## config.mk

```make
export PLATFORM = sky130hd
export DESIGN_NAME = cordic_alu_pipe
export DESIGN_NICKNAME = d
export VERILOG_FILES = /design/src/rtl/cordic_pkg.sv /design/src/rtl/cordic_alu_core.sv /design/src/rtl/cordic_alu_pipe.sv
export SDC_FILE = /design/constraint.sdc
export NUM_CORES = 1
export LEC_CHECK = 0
export ABC_AREA = 1
export ABC_CLOCK_PERIOD_IN_PS = 4770
export CAP_MARGIN = 20
export CORE_MARGIN = 2
export CORE_UTILIZATION = 55
export CTS_BUF_LIST = sky130_fd_sc_hd__clkbuf_4
export CTS_CLUSTER_DIAMETER = 30
export CTS_CLUSTER_SIZE = 16
export DETAILED_ROUTE_END_ITERATION = 8
export PLACE_DENSITY_LB_ADDON = 0.1
export SYNTH_ARGS = -nofsm -noshare
export SYNTH_HDL_FRONTEND = slang
export SYNTH_SLANG_ARGS = --single-unit
```

## constraint.sdc

```tcl
create_clock -name clk -period 4.77 [get_ports clk]
set_input_delay 1.431 -clock clk [delete_from_list [all_inputs] [get_ports clk]]
set_output_delay 1.431 -clock clk [all_outputs]
set_load 0.1 [all_outputs]
```

## src/rtl/cordic_pkg.sv

```systemverilog
// Shared definitions for the CORDIC datapath ALU.
//  - default operand and shift-amount widths
//  - ALU operation encodings used on the 2-bit op field
package cordic_pkg;

  localparam int unsigned DEFAULT_WORD_WIDTH  = 16;
  localparam int unsigned DEFAULT_SHIFT_WIDTH = 5;

  typedef enum logic [1:0] {
    OP_ADD    = 2'd0,
    OP_SUB    = 2'd1,
    OP_NOP    = 2'd2,
    OP_ADDSUB = 2'd3
  } alu_op_e;

endpackage

```

## src/rtl/cordic_alu_core.sv

```systemverilog
// Combinational CORDIC ALU: A +/- (B >>> shamt), with overflow detection and optional
// saturation.
// Ports:
//  op        in   2            operation (see cordic_pkg)
//  dir       in   1            OP_ADDSUB direction: 0 add, 1 subtract
//  shamt     in   SHIFT_WIDTH  arithmetic right shift applied to b
//  a, b      in   WORD_WIDTH   signed operands
//  result    out  WORD_WIDTH   signed result (clamped or wrapped)
//  overflow  out  1            exact result outside the signed WORD_WIDTH range
module cordic_alu_core
  import cordic_pkg::*;
#(
  parameter int unsigned WORD_WIDTH  = DEFAULT_WORD_WIDTH,
  parameter int unsigned SHIFT_WIDTH = DEFAULT_SHIFT_WIDTH,
  parameter int unsigned SATURATE    = 1
) (
  input  logic [1:0]             op,
  input  logic                   dir,
  input  logic [SHIFT_WIDTH-1:0] shamt,
  input  logic [WORD_WIDTH-1:0]  a,
  input  logic [WORD_WIDTH-1:0]  b,
  output logic [WORD_WIDTH-1:0]  result,
  output logic                   overflow
);

  // Two guard bits hold every A +/- Bs exactly, including 0 - (most negative).
  localparam int unsigned XW = WORD_WIDTH + 2;

  logic [WORD_WIDTH-1:0] bs;
  logic [XW-1:0]         a_x;
  logic [XW-1:0]         bs_x;
  logic [XW-1:0]         exact;
  logic                  subtract;
  logic                  out_of_range;

  always_comb begin
    // Oversized shifts collapse to the sign fill of b.
    if (32'(shamt) >= WORD_WIDTH) begin
      bs = {WORD_WIDTH{b[WORD_WIDTH-1]}};
    end else begin
      bs = $signed(b) >>> shamt;
    end

    a_x      = {{2{a[WORD_WIDTH-1]}}, a};
    bs_x     = {{2{bs[WORD_WIDTH-1]}}, bs};
    subtract = (op == OP_SUB) || ((op == OP_ADDSUB) && dir);
    exact    = subtract ? (a_x - bs_x) : (a_x + bs_x);

    // In range iff the guard bits and the result sign bit all agree.
    out_of_range = (exact[XW-1:WORD_WIDTH-1] != '0) && (exact[XW-1:WORD_WIDTH-1] != '1);

    if (op == OP_NOP) begin
      result   = a;
      overflow = 1'b0;
    end else if (out_of_range && (SATURATE != 0)) begin
      result   = exact[XW-1] ? {1'b1, {(WORD_WIDTH-1){1'b0}}} : {1'b0, {(WORD_WIDTH-1){1'b1}}};
      overflow = 1'b1;
    end else begin
      result   = exact[WORD_WIDTH-1:0];
      overflow = out_of_range;
    end
  end

endmodule

```

## src/rtl/cordic_alu_pipe.sv

```systemverilog
// Pipelined CORDIC ALU with valid/ready handshake and a global stall.
// Stage 1 registers the ALU output; later stages are pure delay.
// Ports:
//  clk, rst              clock (rising edge), asynchronous active-high reset
//  in_valid / in_ready   input handshake; accept = in_valid & in_ready
//  op, dir, shamt, A, B  operation, ADDSUB direction, shift of B, signed operands
//  out_valid / out_ready output handshake
//  result, overflow      signed result and overflow flag, held while not valid
module cordic_alu_pipe
  import cordic_pkg::*;
#(
  parameter int unsigned WORD_WIDTH  = DEFAULT_WORD_WIDTH,
  parameter int unsigned SHIFT_WIDTH = DEFAULT_SHIFT_WIDTH,
  parameter int unsigned PIPE_STAGES = 2,
  parameter int unsigned SATURATE    = 1
) (
  input  logic                   clk,
  input  logic                   rst,
  input  logic                   in_valid,
  output logic                   in_ready,
  input  logic [1:0]             op,
  input  logic                   dir,
  input  logic [SHIFT_WIDTH-1:0] shamt,
  input  logic [WORD_WIDTH-1:0]  A,
  input  logic [WORD_WIDTH-1:0]  B,
  output logic                   out_valid,
  input  logic                   out_ready,
  output logic [WORD_WIDTH-1:0]  result,
  output logic                   overflow
);

  logic [WORD_WIDTH-1:0] alu_result;
  logic                  alu_overflow;
  logic                  advance;

  logic                  stg_vld [PIPE_STAGES];
  logic [WORD_WIDTH-1:0] stg_res [PIPE_STAGES];
  logic                  stg_ovf [PIPE_STAGES];

  cordic_alu_core #(
    .WORD_WIDTH (WORD_WIDTH),
    .SHIFT_WIDTH(SHIFT_WIDTH),
    .SATURATE   (SATURATE)
  ) u_core (
    .op      (op),
    .dir     (dir),
    .shamt   (shamt),
    .a       (A),
    .b       (B),
    .result  (alu_result),
    .overflow(alu_overflow)
  );

  // Whole pipeline moves together; the output slot frees up as it is consumed.
  assign advance  = !out_valid || out_ready;
  assign in_ready = advance;

  for (genvar s = 0; s < PIPE_STAGES; s++) begin : g_stage
    logic                  src_vld;
    logic [WORD_WIDTH-1:0] src_res;
    logic                  src_ovf;
    logic                  vld_q;
    logic [WORD_WIDTH-1:0] res_q;
    logic                  ovf_q;

    if (s == 0) begin : g_head
      assign src_vld = in_valid;
      assign src_res = alu_result;
      assign src_ovf = alu_overflow;
    end else begin : g_body
      assign src_vld = stg_vld[s-1];
      assign src_res = stg_res[s-1];
      assign src_ovf = stg_ovf[s-1];
    end

    // Data loads only with a valid entry so the output holds its last result across bubbles.
    always_ff @(posedge clk or posedge rst) begin
      if (rst) begin
        vld_q <= 1'b0;
        res_q <= '0;
        ovf_q <= 1'b0;
      end else if (advance) begin
        vld_q <= src_vld;
        if (src_vld) begin
          res_q <= src_res;
          ovf_q <= src_ovf;
        end
      end
    end

    assign stg_vld[s] = vld_q;
    assign stg_res[s] = res_q;
    assign stg_ovf[s] = ovf_q;
  end

  assign out_valid = stg_vld[PIPE_STAGES-1];
  assign result    = stg_res[PIPE_STAGES-1];
  assign overflow  = stg_ovf[PIPE_STAGES-1];

endmodule

```

# After elaboration in Yosys (flattened, before gate mapping)

Cells that the tools add are included.

Memories kept: 0
Output and inout bits: 19
RAM bits: 0
Bits in latches: 0
Register bits: 36
Bits in read-only memories: 0

Shift operators: 1
$lt $le $gt $ge: 1
Reduce and logical (&&, ||, !) cells: 8
Multipliers: 0
Eq/ne operators: 4
Add/sub/neg operators: 2
Bitwise operators: 0
Multiplexer cells: 7
Divide/modulo/power cells: 0

Operators with widths:

| cell                 | number |
|---|---|
| $mux W16             | 4 |
| $mux W18             | 1 |
| $add A16 B16 Y17     | 1 |
| $sub A16 B16 Y17     | 1 |
| $sshr A16 B5 Y16     | 1 |
| $ge A5 B5 Y1 const B | 1 |
| $eq A2 B2 Y1 const B | 2 |
| $reduce_and A2 Y1    | 2 |
| $ne A3 B3 Y1 const B | 1 |
| $reduce_bool A3 Y1   | 1 |
| $eq A2 B1 Y1 const B | 1 |
| $logic_and A1 B1 Y1  | 2 |
| $logic_or A1 B1 Y1   | 2 |
| $mux W1              | 2 |
| $logic_not A1 Y1     | 1 |

# Depth between registers and ports, before layout

Gate-level depths: netlist of the first run.

Depth after elaboration: 8
Depth in mapped cells: 36
Mapped depth without buffers: 33

# Cells and area by module

A second synthesis of the first run with hierarchy kept.

Cell total of the unflattened synthesis: 565
Area, all modules: 3669.8 µm²

By module, submodules not included:

| module          | cells each | instances | seq. area each (µm²) | area each (µm²) |
|---|---|---|---|---|
| cordic_alu_core | 409        | 1         | 0.0                  | 2212.1 |
| cordic_alu_pipe | 156        | 1         | 900.9                | 1457.6 |

# Worst setup path before layout of the first run

No wires, ideal clock.

Kind: input port to flip-flop
Start point: in shamt[0]
End point: reg g_stage[0].res_q[10]
Path buffers: 3
Stages: 32
Required time: 4.652 ns
Slack: -0.169 ns
Library setup time: 0.118 ns
Arrival: 4.821 ns
Cells stage by stage: buf_6 > inv_4 > buf_6 > nand2_2 > nand3_1 > nand2_1 > nand2_1 > o21ai_1 > nand2_1 > nand2_1 > o21bai_1 > nand2_1 > inv_1 > ha_1 > o21ai_0 > fa_1 > nand3_1 > nand3_1 > nand2_1 > nand2_1 > a21o_1 > a21boi_0 > inv_1 > a31oi_1 > inv_1 > nand3_2 > nand3_2 > nand2_4 > buf_6 > nor2_2 > nor2_1 > nor2_1

Longest elaborated chain between the ends: 8
Elaborated cells between the ends (all ways): 12
Classes of those cells: 2 x add/sub; 1 x order compare; 1 x eq/ne; 1 x shift; 5 x mux; 2 x reduce/logical

Ends and longest elaborated chain:

| element                                              | RTL line                                     | source |
|---|---|---|
| start: declaration                                   | cordic_alu_pipe.sv:23                        | `input logic [SHIFT_WIDTH-1:0] shamt,` |
| $sshr A16 B5 Y16 or $ge A5 B5 Y1 (tied branches)     | cordic_alu_core.sv:41, cordic_alu_core.sv:38 |  |
| $mux W16 *                                           | cordic_alu_core.sv:38                        | `if (32'(shamt) >= WORD_WIDTH) begin` |
| $add A16 B16 Y17 or $sub A16 B16 Y17 (tied branches) | cordic_alu_core.sv:47                        | `exact = subtract ? (a_x - bs_x) : (a_x + bs_x);` |
| $mux W18 *                                           | cordic_alu_core.sv:47                        |  |
| $ne A3 B3 Y1 or $reduce_bool A3 Y1 (tied branches)   | cordic_alu_core.sv:50                        | `out_of_range = (exact[XW-1:WORD_WIDTH-1] != '0) && (exact[XW-1:WORD_WIDTH-1] != '1);` |
| $logic_and A1 B1 Y1                                  | cordic_alu_core.sv:50                        |  |
| $mux W16 *                                           | cordic_alu_core.sv:55                        | `end else if (out_of_range && (SATURATE != 0)) begin` |
| $mux W16 *                                           | cordic_alu_core.sv:52                        | `if (op == OP_NOP) begin` |
| end signal: assignment                               | cordic_alu_pipe.sv:85                        | `res_q <= src_res;` |
| end: declaration                                     | cordic_alu_pipe.sv:63                        | `logic [WORD_WIDTH-1:0] res_q;` |

Every way passes the cells marked *; elsewhere a longest branch is shown, timed or not.
A chain may end at the register's enable or synchronous reset.

# Worst setup path in the final report of the first run

Start point: in shamt[0]
End point: reg g_stage[0].res_q[13]

Same word-level chain as after synthesis.

==> impl_metrics.ini, run 1 <==
[outcome]
outcome = complete, but fails checks
violations = DRC, setup timing

[timing]
drv_slew = 0
hold_viol_final = 0
worst_slack_ps = -746.3
fmax_mhz = 181.3
min_period_ps = 5516
rsz0062_at_grt = yes
setup_viol = 17
tightest_slew_ps = 998.7
slew_headroom = 0.3321
fin_crit_sh = 1.156
skew_ps = 7.755
finalSetupTns_ps = -10330

[finish]
diodes = 0
fin_nets = 774
layout_common_cells = 134 x nand2_1, 127 x buf_4, 58 x nor2_1, 40 x clkdlybuf4s50_1, 36 x dfrtp_1
drive_gt1_frac = 0.3745
areaGrowthSynthToFinish_pct = 60.82
fin_util = 0.9294
final_common_cell = nand2_1

[floorplan]
chipWidth_um = 83.34
ioPinCount = 63
initial_core_util = 0.5779
core_um2 = 5991
die_area_um2 = 6946
fp.dieH_um = 83.34
row_count = 28

[global_routing]
grt_max_degree = 30
grt_pass1_wl_mm = 21.34
grt.total_usage = 0.3760
antenna_found_initial = 0
grt_pass1_vias = 4634
overflow = 0

[yosys]
synth_async_sr_flop_share = 1.000
yosysWarnings = 0
synth_area_um2 = 3462
ys_ff_latch = 36
syn_area_per_cell_um2 = 6.645
synthDistinctLibCells = 34
synth-edff-count = 0
synth-seq-area-share = 0.2602
syn-num-nets = 583
synth_flop_cell = dfrtp_1
synth_cells = 521

[drt]
wl_per_cell_um = 22.28
first_iter_violations = 790
ant_nets = 0
drt_pass1_iterations = 9
vias = 5252
wl_mm = 17.56
vias_per_cell = 6.665
drc = 30

[worst_setup_path]
arrival_ps = 5790
cp-end-kind = flip-flop
crit_path_start_kind = primary input
worstPathRequired_ps = 5040
path_class = in -> reg
path_max_fanout = 8

[run]
cap_viol_max_count = 0

[cts]
root_buffer = clkbuf_4
cts_buffers = 5
clk_pin_slew_ps = 130
cts_tree = yes
clk_latency_ps = 370
h-tree-depth = 2
cts.sinks = 36
cts_buffer_depth = 2

[place]
port_buffers = 62
place_ws_ps = -926.4
hpwl_mm = 8.204
gp_congestion = 0.9032

[worst_hold_path]
hp-class = reg -> reg

[pwr]
powerDensity_nw_per_um2 = 452.3
power_mw = 2.519
ir_worst_vdd_mv = 0.6435
p_leak_nw = 2.767
## metrics by stage
stage               area (um2)  hold WS, ps  instances
global placement          4833        464.4        739
CTS                       5346        514.7        778
floorplan                 3498        445.0        521
finish                    5568        528.6        788
detailed placement        4833        486.1        739
global route              5568        535.6        788
## routing by layer
layer  vias to the layer above  GRT usage  part of all wire
met1                      2269     0.4302              0.31
met2                       638     0.6650              0.43
met5                         -          0                 0
li1                       2081          -                 -
met3                       264    0.04473              0.14
met4                         0     0.2295              0.12
## flip-flops by register name (all words and copies together) (netlist names)
name	cells
overflow	1
result	16
g_stage.ovf_q	1
g_stage.res_q	16
out_valid	1
g_stage.vld_q	1
## report_power, final
group | internal [mW] | switching, mW
registers | 0.430 | 0.0832
logic | 0.608 | 1.22
clock network | 0.0566 | 0.119
total | 1.09 | 1.42
## what timing repair did
item                       4_1_cts  5_1_grt
gates cloned                     4        0
resized for setup               91       43
hold buffers                     0        0
setup endpoints to repair       17       17
hold endpoints to repair         0        0
pin swaps                       53       33
setup buffers                   28        9
## area by class of cell
class	instances	area, um2
timing repair inverter	1	7.507
inverter	44	175.2
timing repair buffer	197	1657
clock inverter	3	18.77
fill	213	422.9
tap	75	93.84
sequential	36	900.9
multi-input combinational	427	2678
clock buffer	5	37.54
## critical path: stages
cell,delay [ps]
buf_12,90
clkinvlp_4,190
nand2_1,170
nand3_1,150
o21ai_1,230
o21ai_1,130
o21bai_1,180
nand2_1,80
inv_2,130
ha_4,160
inv_2,30
nor2_2,90
nand2_2,120
nor2_4,160
nor2_1,90
xor2_1,150
ha_1,320
a21oi_1,190
inv_1,200
a31oi_4,320
o21ai_0,210
a21boi_2,240
o21ai_0,140
xor2_1,240
nor2_1,100
nor2_1,160
nor2_1,60
## path summary, 6_finish.rpt
kind | depth (start not counted) | from | slack (ps) | endpoint
min in group asynchronous | 2 | rst | 1300 | g_stage[0].res_q[7]$_DFFE_PP0P_
min | 1 | result[2]$_DFFE_PP0P_ | 530 | result[2]$_DFFE_PP0P_
max | 27 | shamt[0] | -750 | g_stage[0].res_q[13]$_DFFE_PP0P_
min reg2reg | 1 | result[2]$_DFFE_PP0P_ | 530 | result[2]$_DFFE_PP0P_
max reg2reg | 8 | out_valid$_DFFE_PP0N_ | 2770 | g_stage[0].res_q[15]$_DFFE_PP0P_
max in group asynchronous | 4 | rst | 2870 | g_stage[0].res_q[14]$_DFFE_PP0P_
## logic make-up after synthesis
group	after synthesis	share of synthesized area
and+or+nand+nor	295	0.3679
AOI/OAI and AO/OA	69	0.1066
buffers and inverters	60	0.07770
DFF	36	0.2602
xor gates and xnor gates	27	0.06831
adders and majority gates	18	0.06722
muxes	16	0.05204
## Yosys cell counts, drive strengths merged (4+ instances only)
master | number | share of area
xor2 | 12 | 0.030
inv | 43 | 0.047
dfrtp | 36 | 0.26
nand3 | 47 | 0.075
a21oi | 36 | 0.052
nor2 | 89 | 0.11
buf | 9 | 0.022
ha | 17 | 0.061
mux2 | 16 | 0.052
a31oi | 4 | 0.0072
xnor2 | 15 | 0.038
clkbuf | 7 | 0.0076
nand2 | 155 | 0.18
o21ai | 22 | 0.032
Note: power is estimated with default switching activity, not from simulation.
==> run 2, diff against run 1 <==
CORE_MARGIN = 5   (was 2)
PLACE_DENSITY = 0.83   (was not set)
PLACE_DENSITY_LB_ADDON = not set   (was 0.1)
==> run 2 against run 1 <==
  * The flow finishes with violations (setup timing)
  * Worst setup slack better by 450 ps
  * Critical path type unchanged
  * Worst hold slack worse by 26 ps
  * Register-to-register slack better by 170 ps
  * Cell count is 0.89% lower
  * First-iteration DRC count is 53% lower
  * Die area is 15% higher
  * Power is 6.5% lower
  * Critical path depth is 4 higher
  * Count of clock-buffer cells in the layout is 2 higher
  * Sequential share of layout area is 0.19 points higher
  * Cell area is 1.1% lower
  * Core utilization is 4.7 points lower
==> impl_metrics.ini, run 2 (same netlist as run 1, synthesis figures left out) <==
[outcome]
outcome = complete, but fails checks
violations = setup timing

[cts]
cts.sinks = 36
cts_buffer_depth = 2
cts_hold_buf = 0
cts_tree = yes
clk_pin_slew_ps = 100
cts_buffers = 5
clk_latency_ps = 340
h-tree-depth = 2
root_buffer = clkbuf_4

[worst_hold_path]
hp-class = reg -> reg
min_path_cells = 2

[floorplan]
initial_core_util = 0.5547
chipWidth_um = 89.34
core_um2 = 6241
die_area_um2 = 7982
fp.dieH_um = 89.34
row_count = 29
ioPinCount = 63

[finish]
layout_common_cells = 125 x nand2_1, 123 x buf_4, 59 x nor2_1, 41 x clkdlybuf4s50_1
drive_gt1_frac = 0.3793
fin_nets = 765
fin_area_um2 = 5504
diodes = 0
areaGrowthSynthToFinish_pct = 58.98
final_common_cell = nand2_1
fin_util = 0.8819

[worst_setup_path]
worstRegToRegCells = 8
cpPeakStageDelay_ps = 270
cp-end-kind = flip-flop
cpMostUsedCell = nand2_1
reg2reg_slack_ps = 2940
cp-endpoint = g_stage[0].res_q[7]$_DFFE_PP0P_
path_class = in -> reg
r2r-end = g_stage[0].res_q[5]$_DFFE_PP0P_
arrival_ps = 5290
startpoint = B[9]
slowest_stage = dlygate4sd2_1
worstPathRequired_ps = 4990
crit_path_start_kind = primary input
rr_startpoint = out_valid$_DFFE_PP0N_
path_max_fanout = 7

[run]
cap_viol_max_count = 0

[place]
placed_cell_area_um2 = 4806
hpwl_mm = 7.944
port_buffers = 62
gp_congestion = 0.9607

[pwr]
ir_worst_vdd_mv = 0.7324
power.share.switching = 0.5423
clockPowerShare = 0.069
p_sw_mw = 1.277
seq_power_share = 0.212
internal_power_mw = 1.078
powerDensity_nw_per_um2 = 427.7
p_leak_nw = 2.752
p_comb_frac = 0.719

[timing]
fmax_mhz = 197.5
tightest_slew_ps = 996.8
slew_headroom = 0.3334
fin_crit_sh = 1.062
finalSetupTns_ps = -2482
setup_viol = 16
skew_ps = 9.066
drv_slew = 0
hold_viol_final = 0
whs_ps = 502.9
worst_slack_ps = -294.4
rsz0062_at_grt = yes
min_period_ps = 5064

[drt]
drc = 0
wl_per_cell_um = 17.39
ant_nets = 0
drt_pass1_iterations = 5
wl_mm = 13.58
vias_per_cell = 5.882
vias = 4594
first_iter_violations = 374

[global_routing]
antenna_found_initial = 0
grt_pass1_wl_mm = 17.83
grt.total_usage = 0.2799
grt_pass1_vias = 4062
grt_max_degree = 28
overflow = 0
==> run 2: changes by cell type in the layout (fill, tap and decap cells not counted), moves of 3 or more <==
| cell | change |
|---|---|
| nand3_4 | -3 |
| nand2_1 | -9 |
| o21ai_2 | +4 |
| buf_6 | -4 |
| nand2_2 | +7 |
| dlymetal6s2s_1 | +4 |
| buf_4 | -4 |
| dlygate4sd2_1 | -9 |
| clkbuf_2 | +3 |
==> run 2: final cells by class <==
cell class | instances | area (um2)
Clock buffer | 7 | 52.55
Fill cell | 290 | 737.0
Timing Repair Buffer | 189 | 1588
Multi-Input combinational cell | 427 | 2688
Clock inverter | 1 | 3.754
Inverter | 44 | 175.2
Tap cell | 77 | 96.34
Sequential cell | 36 | 900.9
==> run 2: how the worst min path moves through the flow <==
stage	to	start	slack (ps)
2_1_floorplan	g_stage[0].res_q[14]$_DFFE_PP0P_	g_stage[0].res_q[14]$_DFFE_PP0P_	450
3_3_place_gp	g_stage[0].res_q[15]$_DFFE_PP0P_	g_stage[0].res_q[15]$_DFFE_PP0P_	460
3_5_place_dp	g_stage[0].res_q[14]$_DFFE_PP0P_	g_stage[0].res_q[14]$_DFFE_PP0P_	490
4_1_cts	result[2]$_DFFE_PP0P_	g_stage[0].res_q[2]$_DFFE_PP0P_	510
5_1_grt	result[5]$_DFFE_PP0P_	result[5]$_DFFE_PP0P_	540
6_report	g_stage[0].res_q[13]$_DFFE_PP0P_	g_stage[0].res_q[13]$_DFFE_PP0P_	500
==> run 2: critical path, delay by kind of cell <==
family                     cells  cell delay [ps]
buffers and inverters          4              510
and+or+nand+nor               17             1800
adders and majority gates      2              360
AOI/OAI and AO/OA              7             1000
xor gates and xnor gates       1              150
==> run 2: what timing repair did <==
action | 4_1_cts | 5_1_grt
pin swaps | 48 | 65
gates cloned | 3 | 1
endpoints found under the setup margin | 17 | 17
buffers inserted | 17 | 14
gates resized for setup | 65 | 77
==> run 2: routing by layer <==
| metal | global-route usage | share of wire | vias to the layer above |
|---|---|---|---|
| li1 | - | - | 2056 |
| met4 | 0.1204 | 0.068 | 0 |
| met2 | 0.5794 | 0.52 | 353 |
| met1 | 0.2761 | 0.33 | 2082 |
| met5 | 0 | 0 | - |
| met3 | 0.02212 | 0.078 | 103 |
==> run 2: per-stage QoR <==
| step | total power, mW | setup slack [ps] | cells |
|---|---|---|---|
| global placement | 1.929 | -739.6 | 737 |
| detailed placement | 1.977 | -858.1 | 737 |
| finish | 2.354 | -294.4 | 781 |
| CTS | 2.213 | 0.03553 | 765 |
| global route | 2.464 | -518.2 | 781 |
| floorplan | 1.541 | 12.65 | 521 |
==> run 2: power groups by stage <==
stage	Clock [mW]	Combinational (mW)	Sequential [mW]
3_3_place_gp	0	1.44	0.491
3_5_place_dp	0	1.47	0.504
5_1_grt	0.175	1.78	0.513
4_1_cts	0.162	1.55	0.498
2_1_floorplan	0	0.527	1.01
6_report	0.162	1.69	0.500
==> run 3, diff against run 2 <==
ABC_CLOCK_PERIOD_IN_PS = not set   (was 4770)
CAP_MARGIN = not set   (was 20)
==> run 3 against run 2 <==
  * The run still ends with setup timing left
  * Clock power about the same
  * First-iteration DRC count up 19%
  * Global-route usage unchanged
  * Power down 0.37%
  * Sequential cell count unchanged
  * Sequential share of layout area up 0.10 points
  * Register-to-register slack worse by 30 ps
  * Core utilization down 0.54 points
  * Via count up 0.54%
  * Critical path depth down 2
  * Clock skew down 4.8 ps
  * Worst setup slack better by 49 ps
  * Largest cell class unchanged
  * Largest power group unchanged
==> impl_metrics.ini, run 3 (same netlist as run 1, synthesis figures left out) <==
[worst_setup_path]
cpPeakStageDelay_ps = 310
slowest_stage = ha_1
worstPathRequired_ps = 4990
path_max_fanout = 7
crit_path_start_kind = primary input
cpMostUsedCell = nand2_1
arrival_ps = 5240
cp-end-kind = flip-flop
path_class = in -> reg

[timing]
min_period_ps = 5016
worst_slack_ps = -245.9
drv_slew = 0
rsz0062_at_grt = yes
fin_crit_sh = 1.052
fmax_mhz = 199.4
finalSetupTns_ps = -3009
hold_viol_final = 0
slew_headroom = 0.3402
setup_viol = 16
tightest_slew_ps = 986.5
skew_ps = 4.285

[floorplan]
row_count = 29
core_um2 = 6241
initial_core_util = 0.5547
die_area_um2 = 7982
fp.dieH_um = 89.34
ioPinCount = 63
chipWidth_um = 89.34

[cts]
h-tree-depth = 2
clk_pin_slew_ps = 100
cts_hold_buf = 0
cts_tree = yes
cts_buffer_depth = 2
cts.sinks = 36
root_buffer = clkbuf_4
clk_latency_ps = 330
cts_buffers = 5

[global_routing]
overflow = 0
grt_pass1_wl_mm = 17.83
grt_pass1_vias = 4062
grt.total_usage = 0.2799
grt_max_degree = 28
antenna_found_initial = 0

[place]
gp_congestion = 0.9607
place_ws_ps = -858.1
hpwl_mm = 7.944
port_buffers = 62

[run]
cap_viol_max_count = 0

[drt]
drc = 0
wl_per_cell_um = 17.17
wl_met3_mm = 1.060
vias_per_cell = 5.922
dr.max_layer_used = met4
ant_nets = 0
drt_pass1_iterations = 7
first_iter_violations = 446
vias = 4619
wl_met2_mm = 7.004
wl_mm = 13.39
m1WireLength_mm = 4.382

[finish]
fin_nets = 764
drive_gt1_frac = 0.3741
final_common_cell = nand2_1
areaGrowthSynthToFinish_pct = 58.01
fin_util = 0.8765
diodes = 0
layout_common_cells = 126 x nand2_1, 123 x buf_4, 59 x nor2_1, 41 x clkdlybuf4s50_1

[outcome]
violations = setup timing
outcome = complete, but fails checks

[pwr]
p_leak_nw = 2.740
ir_worst_vdd_mv = 0.7343
powerDensity_nw_per_um2 = 428.8

[worst_hold_path]
hp-class = reg -> reg
[run 3: cell types whose count changed in the layout (fill, tap and decap cells not counted), sizes merged]
cell / change
buf: -1
[run 3: layout make-up]
cell class / instances / area, um2
flip-flops and latches: 36 / 900.9
inverters: 44 / 175.2
multi-input cells: 427 / 2681
repair buffers: 188 / 1560
well taps: 77 / 96.34
fillers: 294 / 770.7
clock inverters: 1 / 3.754
clock buffers: 7 / 52.55
[run 3: path summary, 6_finish.rpt]
check | startpoint | depth (start not counted) | endpoint | slack [ps]
worst max-delay path | B[9] | 29 | g_stage[0].res_q[6]$_DFFE_PP0P_ | -250
worst max register to register | out_valid$_DFFE_PP0N_ | 8 | g_stage[0].res_q[6]$_DFFE_PP0P_ | 2910
worst min register to register | g_stage[0].res_q[13]$_DFFE_PP0P_ | 2 | g_stage[0].res_q[13]$_DFFE_PP0P_ | 500
worst min-delay path | g_stage[0].res_q[13]$_DFFE_PP0P_ | 2 | g_stage[0].res_q[13]$_DFFE_PP0P_ | 500
min in group asynchronous | rst | 2 | result[13]$_DFFE_PP0P_ | 1620
max in group asynchronous | rst | 3 | g_stage[0].res_q[5]$_DFFE_PP0P_ | 2460
[run 3: power by group]
group / internal [mW] / switching [mW] / total (mW)
registers: 0.430 / 0.0689 / 0.499
clock network: 0.0681 / 0.0964 / 0.164
logic: 0.575 / 1.11 / 1.68
[run 3: per-layer routing]
| layer | vias up | GRT usage |
|---|---|---|
| met4 | 0 | 0.1204 |
| met2 | 334 | 0.5794 |
| met1 | 2111 | 0.2761 |
| met5 | - | 0 |
| li1 | 2058 | - |
| met3 | 116 | 0.02212 |
[run 3: timing repair]
item                                   CTS  global route
endpoints found under the hold margin    0             0
cloned                                   3             1
gates resized for setup                 65            74
pin swaps                               48            65
setup buffers                           17            14
setup endpoints to repair               17            17
[run 3: metrics by stage]
step	hold slack [ps]	instances	power (mW)	area (um2)
after floorplan	445.0	521	1.541	3498
after global placement	462.6	737	1.929	4806
after detailed placement	485.5	737	1.977	4806
after CTS	512.9	765	2.213	5174
after global routing	532.8	780	2.453	5470
final	504.6	780	2.346	5470
[run 3: critical path, delay by kind of cell]
family,cells,cell delay [ps]
compound gates,5,760
buf+inv,4,510
xor+xnor,2,410
fa+ha+maj,2,460
simple gates,16,1650
